==> src/rtl/flag_branch_unit.sv <==
// flag_branch_unit: condition-code stage behind the saturating add/sub ALU.
// Holds the Z/N/V flag register, resolves 3-bit branch conditions and returns
// a registered taken/resolved pair to fetch, honouring pipeline stall/flush.
// Build option: define FLAG_BYPASS_EN to forward same-cycle ALU flags into
// branch evaluation (no hazard FSM, hazard_stall tied low). When undefined, a
// two-state IDLE/WAIT FSM raises a one-cycle hazard_stall whenever a branch
// arrives together with a flag write.
module flag_branch_unit #(
  parameter int COND_W = 3
) (
  input  logic              clk,
  input  logic              rst,
  input  logic              stall,
  input  logic              flush,
  input  logic              alu_zr,
  input  logic              alu_neg,
  input  logic              alu_ov,
  input  logic              wr_z,
  input  logic              wr_n,
  input  logic              wr_v,
  input  logic              br_valid,
  input  logic [COND_W-1:0] br_cond,
  output logic              flag_z,
  output logic              flag_n,
  output logic              flag_v,
  output logic              br_taken,
  output logic              br_resolved,
  output logic              hazard_stall
);

  typedef enum logic [COND_W-1:0] {
    C_NEQ    = 3'b000,
    C_EQ     = 3'b001,
    C_GT     = 3'b010,
    C_LT     = 3'b011,
    C_GTE    = 3'b100,
    C_LTE    = 3'b101,
    C_OVF    = 3'b110,
    C_UNCOND = 3'b111
  } cond_t;

  logic  eff_z;
  logic  eff_n;
  logic  eff_v;
  logic  hazard;
  logic  cond_true;
  logic  advance;
  cond_t cond;

  // Flags may only change, and branches only resolve, when the pipe moves.
  assign advance = ~stall & ~flush;
  assign cond    = cond_t'(br_cond);

`ifdef FLAG_BYPASS_EN
  // Same-cycle forward of the ALU flags removes the read-after-write hazard.
  assign eff_z  = wr_z ? alu_zr  : flag_z;
  assign eff_n  = wr_n ? alu_neg : flag_n;
  assign eff_v  = wr_v ? alu_ov  : flag_v;
  assign hazard = 1'b0;
`else
  typedef enum logic {
    IDLE,
    WAIT
  } state_t;

  state_t state;

  assign eff_z = flag_z;
  assign eff_n = flag_n;
  assign eff_v = flag_v;

  // Branch colliding with a flag write in IDLE must wait one cycle for the flags.
  always_comb begin
    hazard = 1'b0;
    if (!rst && state == IDLE && br_valid && (wr_z || wr_n || wr_v) && advance)
      hazard = 1'b1;
  end

  // Hazard FSM: flush dominates stall; WAIT always falls back to IDLE when the pipe moves.
  always_ff @(posedge clk) begin
    if (rst) begin
      state <= IDLE;
    end else if (flush) begin
      state <= IDLE;
    end else if (!stall) begin
      unique case (state)
        IDLE:    state <= hazard ? WAIT : IDLE;
        WAIT:    state <= IDLE;
        default: state <= IDLE;
      endcase
    end
  end
`endif

  assign hazard_stall = hazard;

  // Condition decode against the effective flags.
  always_comb begin
    cond_true = 1'b0;
    unique case (cond)
      C_NEQ:    cond_true = ~eff_z;
      C_EQ:     cond_true = eff_z;
      C_GT:     cond_true = ~eff_z & ~eff_n;
      C_LT:     cond_true = eff_n;
      C_GTE:    cond_true = ~eff_n;
      C_LTE:    cond_true = eff_z | eff_n;
      C_OVF:    cond_true = eff_v;
      C_UNCOND: cond_true = 1'b1;
      default:  cond_true = 1'b0;
    endcase
  end

  // Architectural flag register, each flag under its own write enable.
  always_ff @(posedge clk) begin
    if (rst) begin
      flag_z <= 1'b0;
      flag_n <= 1'b0;
      flag_v <= 1'b0;
    end else if (advance) begin
      if (wr_z) flag_z <= alu_zr;
      if (wr_n) flag_n <= alu_neg;
      if (wr_v) flag_v <= alu_ov;
    end
  end

  // Registered branch outcome; a hazard cycle defers evaluation to the re-presented branch.
  always_ff @(posedge clk) begin
    if (rst) begin
      br_resolved <= 1'b0;
      br_taken    <= 1'b0;
    end else begin
      br_resolved <= br_valid & advance & ~hazard;
      br_taken    <= br_valid & advance & ~hazard & cond_true;
    end
  end

endmodule

==> config.mk <==
export PLATFORM = sky130hd
export DESIGN_NAME = flag_branch_unit
export DESIGN_NICKNAME = d
export VERILOG_FILES = /design/src/rtl/flag_branch_unit.sv
export SDC_FILE = /design/constraint.sdc
export NUM_CORES = 1
export LEC_CHECK = 0
export ABC_AREA = 1
export BUFFER_PORTS_ARGS = -buffer_cell sky130_fd_sc_hd__clkbuf_2
export CAP_MARGIN = 15
export CELL_PAD_IN_SITES_DETAIL_PLACEMENT = 1
export CELL_PAD_IN_SITES_GLOBAL_PLACEMENT = 1
export CORE_AREA = 5 5 43 45
export CTS_BUF_LIST = sky130_fd_sc_hd__clkbuf_2
export DETAILED_ROUTE_END_ITERATION = 16
export DIE_AREA = 0 0 48 50
export GPL_ROUTABILITY_DRIVEN = 0
export MAX_ROUTING_LAYER = met4
export PLACE_DENSITY_LB_ADDON = 0.1
export REMOVE_ABC_BUFFERS = 1
export SYNTH_ARGS = -nofsm -noshare
export SYNTH_HDL_FRONTEND = slang
export SYNTH_SLANG_ARGS = --single-unit
==> constraint.sdc <==
create_clock -name clk -period 0.8 [get_ports clk]
set_input_delay 0.16 -clock clk [delete_from_list [all_inputs] [get_ports clk]]
set_output_delay 0.16 -clock clk [all_outputs]
set_load 0.01 [all_outputs]
==> flow_summary_export.csv <==
group,metric,value,unit
critical_path,cp_slowest_stage_delay,0.32,ns
cells_and_area,stdcell_area,581,sq um
sta,slew_headroom,0.897,
die,die_y,50,microns
critical_path,crit_path_top_delay_cell,"dfxtp_2",
critical_path,path_class,"register to output pin",
power_and_ir_drop,cellPowerDensity,1160,mW/mm^2
clock_tree,clockRootBuffer,"clkbuf_2",
critical_path,crit_chain,"inv_2 -> nand2_2 -> nor2_2 -> buf_2",
placement,place_area,497,sq um
outcome,violations,"setup timing",
sta,tightestPinTransition,0.152,ns
power_and_ir_drop,total_power,0.673,mW
yosys,synth_area,322,sq um
clock_tree,hold_buffers,0,
critical_path,r2r_slack,-0.21,ns
route,drtIter0Drc,1,
sta,finalSetupTns,-0.560,ns
global_route,grt_remaining_overflow,0,
critical_path,crit_required,0.64,ns
power_and_ir_drop,p_leak,0.317,nW
sta,clock.fmax,983,MHz
yosys,synth_cell_types,10,
die,die_area,0.00240,sq mm
sta,fin_hold_ws,0.183,ns
die,io_pins,20,
outcome,outcome,"finished with violations",
global_route,grt_pass1_vias,461,
critical_path,cp_num_buf_inv,2,
placement,port_buffers,19,
sta,fin_ws,-0.217,ns
cells_and_area,fin_nets,99,
yosys,synth.avg_cell_area,6.43,sq um
route,num_vias,432,
route,firstDrtPassIters,2,
cells_and_area,drive_gt1_frac,0.542,
yosys,synthCells,50,
critical_path,cpLargestDelayFamily,"flip-flops",
cells_and_area,area_delta_synth_final,80.5,%
sta,skew,0.000228,ns
clock_tree,cts.sinks,6,
clock_tree,h-tree-depth,1,
cells_and_area,nFillCells,200,
critical_path,startpoint_type,"register",
clock_tree,clk_latency,0.22,ns
critical_path,crit_path_end_kind,"output pin",
cells_and_area,multi_input_area,173,sq um
die,coreArea,0.00144,sq mm
power_and_ir_drop,ir_drop,0.591,mV
clock_tree,cts_tree,"built",
route,drc,0,
placement,place_hpwl,863,microns
sta,min_period_over_period,1.27,
global_route,grt_pass1_wl,1840,microns
die,fp.dieW,48,microns
route,via_per_inst,4.36,
job,max_cap_viol_count,0,
clock_tree,cts-buffers-inserted,3,
route,routed_wl,1040,microns
critical_path,cp.arrival,0.86,ns
die,rows,14,
global_route,grt_max_degree,7,
route,wl_per_cell,10.5,microns
clock_tree,clockBufferDepth,2,
placement,dp_cells,93,
sta,drv_slew,0,
yosys,ys_ff_latch,6,
worst_hold_path,hold_class,"primary input to register",
yosys,yosysSeqAreaShare,0.374,
yosys,yosysWarnings,0,
die,start_util,0.224,
sta,hold_viol,0,
cells_and_area,fin_util,0.404,
sta,rsz0062_at_grt,"yes",
route,ant_nets,0,
global_route,gr-usage-all-layers,0.106,
cells_and_area,register_area,129,sq um
clock_tree,clkSlewWorstSetupHoldPaths,0.06,ns
sta,setup_violations,7,
placement,place_ws,-0.0971,ns
cells_and_area,final_cells,99,
global_route,grt_antenna_before_repair,0,
cells_and_area,diodes,0,
critical_path,critPathMaxFanout,2,
sta,fin_crit,1.02,ns
[cells in the final DEF (no fill, tap or decap)]
cell	n
clkbuf_2	16
buf_4	10
inv_1	8
nand3_1	8
nand2_1	8
a21oi_1	5
buf_6	5
o21ai_0	4
nor2_1	4
dfxtp_2	4
inv_2	2
buf_2	2
nor2_4	1
nand3_2	1
nand2_2	1
nor2_2	1
o21ai_2	1
dfxtp_1	1
dfxtp_4	1
[sequential cells by signal, summed over array words and instances (netlist names)]
signal	flops
br_resolved	1
br_taken	1
flag_n	1
flag_v	1
flag_z	1
state	1
[tightest hold or removal path, cell delays in order]
cell,delay (ns)
clkbuf_2,0.08
nand3_1,0.07
a21oi_1,0.06
[cell type report]
type / instances / area share
timing repair buffer: 30 / 0.356
multi-input combinational: 34 / 0.297
sequential: 6 / 0.222
inverter: 10 / 0.0647
tap: 16 / 0.0345
clock buffer: 3 / 0.0259
[worst paths after layout]
path	startpoint	to	cells after the start
setup / recovery	state	hazard_stall	4
hold / removal	alu_neg	flag_n	3
setup reg to reg	state	br_taken	7
hold reg to reg	flag_z	flag_z	2
[per-layer routing]
| metal | part of all wire | wire [microns] | vias up | track usage |
|---|---|---|---|---|
| met4 | 0 | 0 | 0 | 0.0135 |
| met2 | 0.55 | 568 | 11 | 0.159 |
| met1 | 0.39 | 408 | 195 | 0.130 |
| li1 | - | - | 226 | - |
| met5 | 0 | 0 | - | - |
| met3 | 0.058 | 60 | 0 | 0.0545 |
[cells by family after synthesis]
logic type / after synthesis / synth area share
buffers and inverters: 10 / 0.117
AND/OR/NAND/NOR: 24 / 0.354
flip-flops: 6 / 0.374
AO/OA/AOI/OAI: 10 / 0.156
[cell usage after synthesis]
master   instances  area share
inv_1            9        0.11
nand2_1          9        0.11
nand3_1          8        0.12
dfxtp_1          6        0.37
a21oi_1          5       0.078
nor2_1           5       0.058
o21ai_0          5       0.078
inv_2            1       0.012
nand3_2          1       0.031
nor2_4           1       0.035
[power by group]
group | leakage [nW] | total, mW | switching (mW) | internal (mW)
registers | 0.0513 | 0.312 | 0.00685 | 0.305
logic | 0.253 | 0.156 | 0.0717 | 0.0844
clock network | 0.0125 | 0.205 | 0.104 | 0.101
[repair_timing]
item,in CTS,in global routing
gates resized for setup,8,14
pin swaps,1,1
setup buffers,3,1
setup endpoints to repair,7,8
Note: power is estimated with default switching activity, not from simulation.
